## src/rtl/segre_decode_buf_if.sv

```systemverilog
// segre_decode_buf_if: decode-stage types plus the fetch/decode bundle interface.
package segre_pkg;
  typedef enum logic [4:0] {
    ALU_ADD, ALU_SUB, ALU_SLL, ALU_SLT, ALU_SLTU, ALU_XOR, ALU_SRL, ALU_SRA, ALU_OR,
    ALU_AND, ALU_EQ, ALU_NE, ALU_LT, ALU_GE, ALU_LTU, ALU_GEU, ALU_COPY_B
  } alu_opcode_e;
  typedef enum logic [1:0] {BYTE, HALF, WORD} memop_data_type_e;
  localparam logic [6:0] OPC_LUI    = 7'b0110111;
  localparam logic [6:0] OPC_AUIPC  = 7'b0010111;
  localparam logic [6:0] OPC_JAL    = 7'b1101111;
  localparam logic [6:0] OPC_JALR   = 7'b1100111;
  localparam logic [6:0] OPC_BRANCH = 7'b1100011;
  localparam logic [6:0] OPC_LOAD   = 7'b0000011;
  localparam logic [6:0] OPC_STORE  = 7'b0100011;
  localparam logic [6:0] OPC_OP_IMM = 7'b0010011;
  localparam logic [6:0] OPC_OP     = 7'b0110011;
endpackage

interface segre_decode_buf_if #(
  parameter int WORD_SIZE = 32,
  parameter int REG_SIZE  = 5,
  parameter int DEPTH     = 4
);
  import segre_pkg::*;
  logic                     instr_valid_i;
  logic                     instr_ready_o;
  logic [WORD_SIZE-1:0]     instr_i;
  logic [WORD_SIZE-1:0]     pc_i;
  logic                     flush_i;
  logic                     dec_valid_o;
  logic                     dec_ready_i;
  logic [WORD_SIZE-1:0]     pc_o;
  logic [REG_SIZE-1:0]      raddr_a_o;
  logic [REG_SIZE-1:0]      raddr_b_o;
  logic [REG_SIZE-1:0]      waddr_o;
  logic                     rd_raddr_a_o;
  logic                     rd_raddr_b_o;
  logic                     rf_we_o;
  logic [WORD_SIZE-1:0]     imm_o;
  alu_opcode_e              alu_opcode_o;
  logic                     memop_rd_o;
  logic                     memop_wr_o;
  memop_data_type_e         memop_type_o;
  logic                     memop_sign_ext_o;
  logic                     mext_o;
  logic [2:0]               mext_op_o;
  logic                     illegal_o;
  logic [$clog2(DEPTH):0]   count_o;
  modport master (
    output instr_valid_i, instr_i, pc_i, flush_i, dec_ready_i,
    input  instr_ready_o, dec_valid_o, pc_o, raddr_a_o, raddr_b_o, waddr_o, rd_raddr_a_o,
           rd_raddr_b_o, rf_we_o, imm_o, alu_opcode_o, memop_rd_o, memop_wr_o, memop_type_o,
           memop_sign_ext_o, mext_o, mext_op_o, illegal_o, count_o
  );
  modport slave (
    input  instr_valid_i, instr_i, pc_i, flush_i, dec_ready_i,
    output instr_ready_o, dec_valid_o, pc_o, raddr_a_o, raddr_b_o, waddr_o, rd_raddr_a_o,
           rd_raddr_b_o, rf_we_o, imm_o, alu_opcode_o, memop_rd_o, memop_wr_o, memop_type_o,
           memop_sign_ext_o, mext_o, mext_op_o, illegal_o, count_o
  );
endinterface

```

## src/rtl/segre_decode_buf.sv

```systemverilog
// segre_decode_buf: instruction FIFO feeding an RV32I(+M) decoder with a registered output bundle.
module segre_decode_buf
  import segre_pkg::*;
#(
  parameter int WORD_SIZE = 32,
  parameter int REG_SIZE  = 5,
  parameter int DEPTH     = 4,
  parameter int M_EXT     = 0
) (
  input logic clk_i,
  input logic rsn_i,
  segre_decode_buf_if.slave bus
);
  localparam int AW = $clog2(DEPTH);
  logic [2*WORD_SIZE-1:0] mem [DEPTH];
  logic [AW-1:0]          wr_ptr, rd_ptr;
  logic [AW:0]            count;
  logic                   push, pop;
  logic [WORD_SIZE-1:0]   ins, pc_h;
  logic [6:0]             opc, f7;
  logic [2:0]             f3;
  logic [WORD_SIZE-1:0]   imm_i, imm_s, imm_b, imm_u, imm_j;
  alu_opcode_e            alu_arith, alu_branch;
  logic [WORD_SIZE-1:0]   d_imm;
  alu_opcode_e            d_alu;
  logic                   d_we, d_ra, d_rb, d_rd, d_wr, d_sext, d_mext, d_ill;
  memop_data_type_e       d_type, size_f3;
  logic                   dec_valid;
  logic [WORD_SIZE-1:0]   pc_q, imm_q;
  logic [REG_SIZE-1:0]    ra_q, rb_q, wa_q;
  logic                   rra_q, rrb_q, we_q, mrd_q, mwr_q, sext_q, mext_q, ill_q;
  logic [2:0]             mop_q;
  alu_opcode_e            alu_q;
  memop_data_type_e       type_q;
  assign bus.instr_ready_o = count != (AW+1)'(DEPTH);
  assign push = !bus.flush_i && bus.instr_valid_i && bus.instr_ready_o;
  assign pop  = !bus.flush_i && count != '0 && (!dec_valid || bus.dec_ready_i);
  assign {ins, pc_h} = mem[rd_ptr];
  always_ff @(posedge clk_i)
    if (push) mem[wr_ptr] <= {bus.instr_i, bus.pc_i};
  always_ff @(posedge clk_i or negedge rsn_i)
    if (!rsn_i) begin
      wr_ptr <= '0;
      rd_ptr <= '0;
      count  <= '0;
    end else if (bus.flush_i) begin
      wr_ptr <= '0;
      rd_ptr <= '0;
      count  <= '0;
    end else begin
      wr_ptr <= wr_ptr + AW'(push);
      rd_ptr <= rd_ptr + AW'(pop);
      count  <= count + (AW+1)'(push) - (AW+1)'(pop);
    end
  assign opc   = ins[6:0];
  assign f3    = ins[14:12];
  assign f7    = ins[31:25];
  assign imm_i = WORD_SIZE'($signed(ins[31:20]));
  assign imm_s = WORD_SIZE'($signed({ins[31:25], ins[11:7]}));
  assign imm_b = WORD_SIZE'($signed({ins[31], ins[7], ins[30:25], ins[11:8], 1'b0}));
  assign imm_u = WORD_SIZE'($signed({ins[31:12], 12'b0}));
  assign imm_j = WORD_SIZE'($signed({ins[31], ins[19:12], ins[20], ins[30:21], 1'b0}));
  assign size_f3 = f3[1:0] == 2'b00 ? BYTE : f3[1:0] == 2'b01 ? HALF : WORD;
  // bit 30 selects SUB/SRA; ADDI ignores it because it is part of the immediate there
  always_comb begin
    alu_arith = f3 == 3'b000 ? (opc == OPC_OP && ins[30] ? ALU_SUB : ALU_ADD) :
                f3 == 3'b001 ? ALU_SLL  :
                f3 == 3'b010 ? ALU_SLT  :
                f3 == 3'b011 ? ALU_SLTU :
                f3 == 3'b100 ? ALU_XOR  :
                f3 == 3'b101 ? (ins[30] ? ALU_SRA : ALU_SRL) :
                f3 == 3'b110 ? ALU_OR   : ALU_AND;
    alu_branch = f3 == 3'b000 ? ALU_EQ  :
                 f3 == 3'b001 ? ALU_NE  :
                 f3 == 3'b100 ? ALU_LT  :
                 f3 == 3'b101 ? ALU_GE  :
                 f3 == 3'b110 ? ALU_LTU :
                 f3 == 3'b111 ? ALU_GEU : ALU_ADD;
  end
  always_comb begin
    d_imm  = '0;
    d_alu  = ALU_ADD;
    d_we   = 1'b0;
    d_ra   = 1'b0;
    d_rb   = 1'b0;
    d_rd   = 1'b0;
    d_wr   = 1'b0;
    d_type = WORD;
    d_sext = 1'b0;
    d_mext = 1'b0;
    d_ill  = 1'b0;
    case (opc)
      OPC_LUI: begin
        d_imm = imm_u;
        d_alu = ALU_COPY_B;
        d_we  = 1'b1;
      end
      OPC_AUIPC: begin
        d_imm = imm_u;
        d_we  = 1'b1;
      end
      OPC_JAL: begin
        d_imm = imm_j;
        d_we  = 1'b1;
      end
      OPC_JALR: begin
        d_imm = imm_i;
        d_we  = 1'b1;
        d_ra  = 1'b1;
        d_ill = f3 != 3'b000;
      end
      OPC_OP_IMM: begin
        d_imm = imm_i;
        d_alu = alu_arith;
        d_we  = 1'b1;
        d_ra  = 1'b1;
        d_ill = (f3 == 3'b001 && f7 != 7'b0) || (f3 == 3'b101 && f7 != 7'b0 && f7 != 7'b0100000);
      end
      OPC_OP: begin
        d_we = 1'b1;
        d_ra = 1'b1;
        d_rb = 1'b1;
        if (f7 == 7'b0000001) begin
          d_mext = M_EXT != 0;
          d_ill  = M_EXT == 0;
        end else begin
          d_alu = alu_arith;
          d_ill = f7 != 7'b0 && !(f7 == 7'b0100000 && (f3 == 3'b000 || f3 == 3'b101));
        end
      end
      OPC_LOAD: begin
        d_imm  = imm_i;
        d_we   = 1'b1;
        d_ra   = 1'b1;
        d_rd   = 1'b1;
        d_type = size_f3;
        d_sext = ~f3[2];
        d_ill  = f3[1:0] == 2'b11 || f3[2:1] == 2'b11;
      end
      OPC_STORE: begin
        d_imm  = imm_s;
        d_ra   = 1'b1;
        d_rb   = 1'b1;
        d_wr   = 1'b1;
        d_type = size_f3;
        d_ill  = f3 >= 3'b011;
      end
      OPC_BRANCH: begin
        d_imm = imm_b;
        d_alu = alu_branch;
        d_ra  = 1'b1;
        d_rb  = 1'b1;
        d_ill = f3[2:1] == 2'b01;
      end
      default: d_ill = 1'b1;
    endcase
    // an illegal bundle must have no architectural side effect downstream
    if (d_ill) begin
      d_alu  = ALU_ADD;
      d_we   = 1'b0;
      d_rd   = 1'b0;
      d_wr   = 1'b0;
      d_type = WORD;
      d_sext = 1'b0;
      d_mext = 1'b0;
    end
  end
  always_ff @(posedge clk_i or negedge rsn_i)
    if (!rsn_i) begin
      dec_valid <= 1'b0;
      pc_q      <= '0;
      ra_q      <= '0;
      rb_q      <= '0;
      wa_q      <= '0;
      rra_q     <= 1'b0;
      rrb_q     <= 1'b0;
      we_q      <= 1'b0;
      imm_q     <= '0;
      alu_q     <= ALU_ADD;
      mrd_q     <= 1'b0;
      mwr_q     <= 1'b0;
      type_q    <= WORD;
      sext_q    <= 1'b0;
      mext_q    <= 1'b0;
      mop_q     <= '0;
      ill_q     <= 1'b0;
    end else begin
      dec_valid <= bus.flush_i ? 1'b0 : pop ? 1'b1 : bus.dec_ready_i ? 1'b0 : dec_valid;
      if (pop) begin
        pc_q   <= pc_h;
        ra_q   <= REG_SIZE'(ins[19:15]);
        rb_q   <= REG_SIZE'(ins[24:20]);
        wa_q   <= REG_SIZE'(ins[11:7]);
        rra_q  <= d_ra;
        rrb_q  <= d_rb;
        we_q   <= d_we;
        imm_q  <= d_imm;
        alu_q  <= d_alu;
        mrd_q  <= d_rd;
        mwr_q  <= d_wr;
        type_q <= d_type;
        sext_q <= d_sext;
        mext_q <= d_mext;
        mop_q  <= d_mext ? f3 : 3'b000;
        ill_q  <= d_ill;
      end
    end
  assign bus.count_o          = count;
  assign bus.dec_valid_o      = dec_valid;
  assign bus.pc_o             = pc_q;
  assign bus.raddr_a_o        = ra_q;
  assign bus.raddr_b_o        = rb_q;
  assign bus.waddr_o          = wa_q;
  assign bus.rd_raddr_a_o     = rra_q;
  assign bus.rd_raddr_b_o     = rrb_q;
  assign bus.rf_we_o          = we_q;
  assign bus.imm_o            = imm_q;
  assign bus.alu_opcode_o     = alu_q;
  assign bus.memop_rd_o       = mrd_q;
  assign bus.memop_wr_o       = mwr_q;
  assign bus.memop_type_o     = type_q;
  assign bus.memop_sign_ext_o = sext_q;
  assign bus.mext_o           = mext_q;
  assign bus.mext_op_o        = mop_q;
  assign bus.illegal_o        = ill_q;
endmodule

```

## src/flat_wrapper.sv

```systemverilog
// flat-port wrapper written by rule: the top's interface ports become plain ports
module segre_decode_buf_flat import segre_pkg::*;
#(
  parameter int WORD_SIZE = 32,
  parameter int REG_SIZE  = 5,
  parameter int DEPTH     = 4,
  parameter int M_EXT     = 0
)
  (clk_i, rsn_i, bus_instr_valid_i, bus_instr_i, bus_pc_i, bus_flush_i, bus_dec_ready_i, bus_instr_ready_o, bus_dec_valid_o, bus_pc_o, bus_raddr_a_o, bus_raddr_b_o, bus_waddr_o, bus_rd_raddr_a_o, bus_rd_raddr_b_o, bus_rf_we_o, bus_imm_o, bus_alu_opcode_o, bus_memop_rd_o, bus_memop_wr_o, bus_memop_type_o, bus_memop_sign_ext_o, bus_mext_o, bus_mext_op_o, bus_illegal_o, bus_count_o);
  segre_decode_buf_if #(.WORD_SIZE(WORD_SIZE), .REG_SIZE(REG_SIZE), .DEPTH(DEPTH)) bus_i ();
  input logic clk_i;
  input logic rsn_i;
  input wire logic [$bits(bus_i.instr_valid_i)-1:0] bus_instr_valid_i;
  input wire logic [$bits(bus_i.instr_i)-1:0] bus_instr_i;
  input wire logic [$bits(bus_i.pc_i)-1:0] bus_pc_i;
  input wire logic [$bits(bus_i.flush_i)-1:0] bus_flush_i;
  input wire logic [$bits(bus_i.dec_ready_i)-1:0] bus_dec_ready_i;
  output wire logic [$bits(bus_i.instr_ready_o)-1:0] bus_instr_ready_o;
  output wire logic [$bits(bus_i.dec_valid_o)-1:0] bus_dec_valid_o;
  output wire logic [$bits(bus_i.pc_o)-1:0] bus_pc_o;
  output wire logic [$bits(bus_i.raddr_a_o)-1:0] bus_raddr_a_o;
  output wire logic [$bits(bus_i.raddr_b_o)-1:0] bus_raddr_b_o;
  output wire logic [$bits(bus_i.waddr_o)-1:0] bus_waddr_o;
  output wire logic [$bits(bus_i.rd_raddr_a_o)-1:0] bus_rd_raddr_a_o;
  output wire logic [$bits(bus_i.rd_raddr_b_o)-1:0] bus_rd_raddr_b_o;
  output wire logic [$bits(bus_i.rf_we_o)-1:0] bus_rf_we_o;
  output wire logic [$bits(bus_i.imm_o)-1:0] bus_imm_o;
  output wire logic [$bits(bus_i.alu_opcode_o)-1:0] bus_alu_opcode_o;
  output wire logic [$bits(bus_i.memop_rd_o)-1:0] bus_memop_rd_o;
  output wire logic [$bits(bus_i.memop_wr_o)-1:0] bus_memop_wr_o;
  output wire logic [$bits(bus_i.memop_type_o)-1:0] bus_memop_type_o;
  output wire logic [$bits(bus_i.memop_sign_ext_o)-1:0] bus_memop_sign_ext_o;
  output wire logic [$bits(bus_i.mext_o)-1:0] bus_mext_o;
  output wire logic [$bits(bus_i.mext_op_o)-1:0] bus_mext_op_o;
  output wire logic [$bits(bus_i.illegal_o)-1:0] bus_illegal_o;
  output wire logic [$bits(bus_i.count_o)-1:0] bus_count_o;
  assign bus_i.instr_valid_i = bus_instr_valid_i;
  assign bus_i.instr_i = bus_instr_i;
  assign bus_i.pc_i = bus_pc_i;
  assign bus_i.flush_i = bus_flush_i;
  assign bus_i.dec_ready_i = bus_dec_ready_i;
  assign bus_instr_ready_o = bus_i.instr_ready_o;
  assign bus_dec_valid_o = bus_i.dec_valid_o;
  assign bus_pc_o = bus_i.pc_o;
  assign bus_raddr_a_o = bus_i.raddr_a_o;
  assign bus_raddr_b_o = bus_i.raddr_b_o;
  assign bus_waddr_o = bus_i.waddr_o;
  assign bus_rd_raddr_a_o = bus_i.rd_raddr_a_o;
  assign bus_rd_raddr_b_o = bus_i.rd_raddr_b_o;
  assign bus_rf_we_o = bus_i.rf_we_o;
  assign bus_imm_o = bus_i.imm_o;
  assign bus_alu_opcode_o = bus_i.alu_opcode_o;
  assign bus_memop_rd_o = bus_i.memop_rd_o;
  assign bus_memop_wr_o = bus_i.memop_wr_o;
  assign bus_memop_type_o = bus_i.memop_type_o;
  assign bus_memop_sign_ext_o = bus_i.memop_sign_ext_o;
  assign bus_mext_o = bus_i.mext_o;
  assign bus_mext_op_o = bus_i.mext_op_o;
  assign bus_illegal_o = bus_i.illegal_o;
  assign bus_count_o = bus_i.count_o;
  segre_decode_buf #(.WORD_SIZE(WORD_SIZE), .REG_SIZE(REG_SIZE), .DEPTH(DEPTH), .M_EXT(M_EXT)) u_core (.clk_i(clk_i), .rsn_i(rsn_i), .bus(bus_i));
endmodule
```

## config.mk

```make
export PLATFORM = sky130hd
export DESIGN_NAME = segre_decode_buf_flat
export DESIGN_NICKNAME = d
export VERILOG_FILES = /design/src/rtl/segre_decode_buf_if.sv /design/src/rtl/segre_decode_buf.sv /design/src/flat_wrapper.sv
export SDC_FILE = /design/constraint.sdc
export NUM_CORES = 1
export LEC_CHECK = 0
export ABC_AREA = 0
export CAP_MARGIN = 20
export CORE_MARGIN = 2
export CORE_UTILIZATION = 40
export CTS_BUF_LIST = sky130_fd_sc_hd__clkbuf_16
export CTS_CLUSTER_DIAMETER = 40
export CTS_CLUSTER_SIZE = 14
export DETAILED_ROUTE_END_ITERATION = 16
export HOLD_SLACK_MARGIN = 0.08
export PLACE_DENSITY_LB_ADDON = 0.2
export REMOVE_ABC_BUFFERS = 1
export SLEW_MARGIN = 10
export SYNTH_ARGS = -nofsm -noshare
export SYNTH_HDL_FRONTEND = slang
export SYNTH_SLANG_ARGS = --single-unit
```

## constraint.sdc

```tcl
create_clock -name clk_i -period 8 [get_ports clk_i]
set_clock_uncertainty 0.05 [all_clocks]
set_input_delay 2 -clock clk_i [delete_from_list [all_inputs] [get_ports clk_i]]
set_output_delay 2 -clock clk_i [all_outputs]
set_load 0.02 [all_outputs]
```

* Word level (Yosys, flattened, before mapping)
Memory sizes are Yosys's and may differ from the RTL's.
Cells that the tools add are included.
** Storage, ports and cells
- Output and inout port bits :: 102
- Word-level logic and storage cells :: 122
- RAM bits :: 256
- ROM bits :: 0
- Latch bits :: 0
- Memories :: 1
- Bits in registers :: 101
- Bits of input ports :: 69
** Memories
- u_core.mem :: depth 4, width 64, rd ports 1, clocked after Yosys merged registers in 0, wr ports 1, RTL line segre_decode_buf.sv:15 : logic [2*WORD_SIZE-1:0] mem [DEPTH];
** Cells by class
- Mux-type cells :: 43
- Equal/unequal tests :: 24
- Bitwise operators :: 1
- Reduce and logical (&&, ||, !) cells :: 30
- Shift-type cells :: 0
- Div/mod/pow operators :: 0
- Add/sub/neg operators :: 4
- $lt $le $gt $ge :: 1
- Multipliers :: 0
** Operators with widths (number)
- 32-bit one-hot mux with 5 select lines :: 1
- 5-bit two-way mux :: 13
- 7-bit by 6-bit == test with 1-bit output, second input constant :: 4
- 7-bit == test, second input constant :: 3
- 5-bit one-hot mux with 4 select lines :: 1
- 1-bit two-way mux :: 19
- 7-bit by 5-bit == test with 1-bit output, second input constant :: 2
- 3-bit == test, second input constant :: 4
- 2-bit two-way mux :: 6
- 1-bit logical AND :: 10
- 3-bit nonzero test :: 3
- 3-bit OR reduction :: 3
- 7-bit by 1-bit == test with 1-bit output, second input constant :: 1
- 7-bit by 2-bit == test with 1-bit output, second input constant :: 1
- 7-bit by 6-bit != test with 1-bit output, second input constant :: 1
- 1-bit one-hot mux with 7 select lines :: 1
- 7-bit nonzero test :: 1
- 7-bit OR reduction :: 1
- 3-bit by 2-bit == test with 1-bit output, second input constant :: 2
- 6-bit OR reduction :: 1
- 2-bit by 1-bit adder with 2-bit output :: 2
- 2-bit by 1-bit == test with 1-bit output, second input constant :: 2
- 2-bit == test, second input constant :: 2
- 1-bit logical OR :: 4
- 12 further kinds :: 15

* Longest topological paths before layout
An unclocked memory read counts as a cell.
- Depth after elaboration :: 12
- Mapped depth :: 12
- Mapped depth without buffers :: 9

* Least setup slack after synthesis
OpenSTA, ideal clock, no wires.
- Kind :: in2reg
- Start point :: in bus_flush_i
- End point :: mem u_core.mem[2][0] in the netlist's numbering, enable pin
- Arrival :: 7.093 ns
- Cell stages on the path :: 3
- Library setup time :: 0.578 ns
- Setup slack :: 0.279 ns
- Data required time :: 7.372 ns
- Buffers on the path :: 1
- Cell sequence :: clkbuf_1 > nand3b_1 > nor3b_1
** Between the ends
- Cells in the longest elaborated chain, start to end :: 5
** Ends and longest elaborated chain
- from (decl) :: RTL line flat_wrapper.sv:16 : input wire logic [$bits(bus_i.flush_i)-1:0] bus_flush_i;
- 1-bit zero test :: RTL line segre_decode_buf.sv:36 : assign push = !bus.flush_i && bus.instr_valid_i && bus.instr_ready_o;
- 1-bit logical AND (2 in series) :: RTL line segre_decode_buf.sv:36
- 1-bit two-way mux :: RTL line segre_decode_buf.sv:40 : if (push) mem[wr_ptr] <= {bus.instr_i, bus.pc_i};
- 1-bit two-way mux (implied by the code) :: RTL line segre_decode_buf.sv:40
- to (decl) :: RTL line segre_decode_buf.sv:15
Every way passes these cells.

* Worst setup path after layout
- Start point :: in bus_flush_i
- End point :: reg u_core.type_q[1] (netlist: u_core.bus.memop_type_o[1])
** Between the ends
- Cells in the longest elaborated chain, start to end :: 3
** Ends and longest elaborated chain
- 1-bit zero test :: RTL line segre_decode_buf.sv:37 : assign pop = !bus.flush_i && count != '0 && (!dec_valid || bus.dec_ready_i);
- 1-bit logical AND (2 in series) :: RTL line segre_decode_buf.sv:37
- to (signal assigned) :: RTL line segre_decode_buf.sv:201 : type_q <= d_type;
- to (decl) :: RTL line segre_decode_buf.sv:34 : memop_data_type_e type_q;
Every way passes these cells.
A chain may end at the register's enable or synchronous reset.

==> reports/metrics.csv <==
metric,value,unit
clock_path_buffers,3,
ys_top_cells_by_count,"256 x edfxtp_1, 196 x nand2_1, 100 x dfrtp_1",
synth_warnings,0,
initial_core_util,0.404,
power_frac_seq,0.406,
antenna_found_initial,2,
synthArstFlopShare,0.283,
grt_max_degree,89,
root_buffer,clkbuf_16,
maxCapViolCount,0,
slew_viol_final,0,
synth_top_area_share,0.553,
fill_cells,2893,
synth_flop_cell,edfxtp_1,
critPathMaxFanout,88,
fin_crit_sh,0.555,
criticalPathCategory,in2reg,
drive_gt1_frac,0.156,
finalNetCount,1107,
rsz0062_at_grt,no,
fin_setup_tns,0,ps
synth-seq-cells,357,
slowest_stage,clkdlybuf4s50_1,
wl_per_cell,20.1,um
syn_to_final_growth,26.7,%
port_buffers,166,
cp_num_buf_inv,2,
synth_top_area_cell,edfxtp_1,
r2r_start,u_core.rd_ptr[0],
die_x,190,um
holdWs,419,ps
slew_headroom,0.292,
rows,68,
ant_nets,0,
yosysMostFrequentCell,edfxtp_1,
min_from,u_core.bus.raddr_a_o[1],
core-area,34400,um^2
grt_remaining_overflow,0,
power.switching,1740,uW
yosysSeqAreaShare,0.735,
wirelength,30500,um
stdcell_area,17600,um^2
cellLeakagePower,0.00635,uW
netlist_area,13900,um^2
grt_pass1_wl,47300,um
vias_per_cell,5.09,
pwr-share-clk,0.356,
placed_area,16000,um^2
first_global_vias,8095,
power.density,331,nW/um^2
fmax,225,MHz
cp-end-kind,flip-flop,
syn_avg_cell_area,16.4,um^2
path_cells,"clkdlybuf4s50_1, or3_4, buf_4, a211o_1, a31oi_1, nand3_1, o32a_1",
p_int,4090,uW
dp_hpwl,18300,um
final_hold_viol_count,0,
io_pins,171,
clk_latency,550,ps
clk_pin_slew,60,ps
hold_buffers,0,
worstSetupStartpointType,input port,
cts_max_level,2,
hp-class,reg2reg,
worstMarginPinSlew,1060,ps
synth.area.top_cells,"edfxtp_1 55%, dfrtp_1 18%, mux4_2 8.8%",
crit_start,bus_flush_i,
synth-edff-count,256,
cts_tree,done,
slowest_delay,570,ps
ir_drop,0.000161,V
drt_iter0_markers,514,
netlist_instances,849,
status,"finished, final reports clean",
setup_viol,0,
switching_share,0.298,
gp_congestion,0.757,
arrival,4850,ps
clock-sinks,357,
drcViolationCount,0,
cts-resized-gates,0,
combPwrFrac,0.239,
vias,7740,
ys_types,62,
cp_top_family,buffers and inverters,
numCtsBuffers,46,
die_h,190,um
gr-usage-all-layers,0.171,
required,8410,ps
period_needed,4440,ps
postCtsSetupBuffers,0,
dr.pass1.iters,4,
die-area,36200,um^2
==> worst reg2reg max path: stages (launching register included) <==
cell	delay [ps]
dfrtp_4	950
buf_4	650
mux4_1	900
nand2_1	140
nor3_1	100
or2_2	460
o21ai_2	660
o21ai_0	210
==> cell usage in the layout (no fill, tap or decap), types with 5 or more instances in the layout <==
cell and instances:
clkinvlp_4 7, a22o_1 6, clkinv_2 6, mux4_2 54, buf_4 11, dfrtp_1 98
nand2b_1 6, nor2b_1 9, inv_1 13, a21oi_1 21, bufinv_16 5, a22oi_1 5
nor2_1 10, clkdlybuf4s50_1 165, ha_1 9, nand2_1 196, inv_6 9, edfxtp_1 256
clkbuf_16 47, o21ai_0 33, mux4_1 10, nor4_1 5
==> cells by family after synthesis <==
kind of cell               after synthesis  share of synthesized area
AOI/OAI and AO/OA                       92                     0.0421
muxes                                   69                      0.110
and+or+nand+nor                        257                     0.0793
DFF                                    357                      0.735
other                                    1                   0.000270
adders and majority gates               10                    0.00954
buffers and inverters                   58                     0.0201
xor gates and xnor gates                 5                    0.00315
==> layout make-up <==
class,instances,area (um^2),share of cell area
sequential,357,10200,0.581
clock inverter,38,408,0.0232
timing repair buffer,176,1730,0.0985
clock buffer,47,1180,0.0668
tap,455,569,0.0323
inverter,10,37.5,0.00213
antenna,1,2.50,0.000142
multi-input combinational,437,3450,0.196
==> sequential cells by signal (all words and copies together), names as in the netlist <==
register and count:
u_core.bus.waddr_o 5, u_core.bus.alu_opcode_o 5, u_core.bus.illegal_o 1, u_core.bus.pc_o 32, u_core.bus.raddr_b_o 5, u_core.bus.memop_sign_ext_o 1
u_core.bus.memop_wr_o 1, u_core.mem 256, u_core.wr_ptr 2, u_core.bus.dec_valid_o 1, u_core.bus.memop_rd_o 1, u_core.bus.imm_o 32
u_core.bus.rf_we_o 1, u_core.bus.count_o 3, u_core.bus.rd_raddr_b_o 1, u_core.rd_ptr 2, u_core.bus.rd_raddr_a_o 1, u_core.bus.raddr_a_o 5
u_core.bus.memop_type_o 2
==> worst paths after layout <==
path / to / slack (ps) / cells after the start
setup / recovery: u_core.bus.memop_type_o[1] / 3560 / 7
hold / removal: u_core.bus.raddr_a_o[1] / 420 / 2
setup reg to reg: u_core.bus.imm_o[29] / 3720 / 7
hold reg to reg: u_core.bus.raddr_a_o[1] / 420 / 2
max in group asynchronous: u_core.rd_ptr[0] / 5110 / 2
min in group asynchronous: u_core.bus.alu_opcode_o[2] / 1440 / 1
==> power groups by stage <==
stage	Clock [uW]	Sequential, uW	Combinational (uW)
6_report	2070	2370	1390
5_1_grt	2210	2400	1520
3_3_place_gp	0	2410	1400
2_1_floorplan	0	2580	646
4_1_cts	2120	2370	1420
3_5_place_dp	0	2410	1410
==> per-stage QoR <==
stage	utilization	power [uW]	cells	setup WS, ps
finish	0.512	5830	1521	3560
CTS	0.512	5910	1520	3550
detailed placement	0.466	3820	1435	2990
global route	0.512	6130	1520	3290
floorplan	-	3220	804	481
global placement	0.466	3810	1435	3000
==> metal layers <==
metal | wire (um) | GRT usage
met5 | 16 | 0
met4 | 397 | 0.0429
met3 | 1620 | 0.0374
met2 | 15000 | 0.287
met1 | 13400 | 0.228
(Power assumes the default switching activity.)
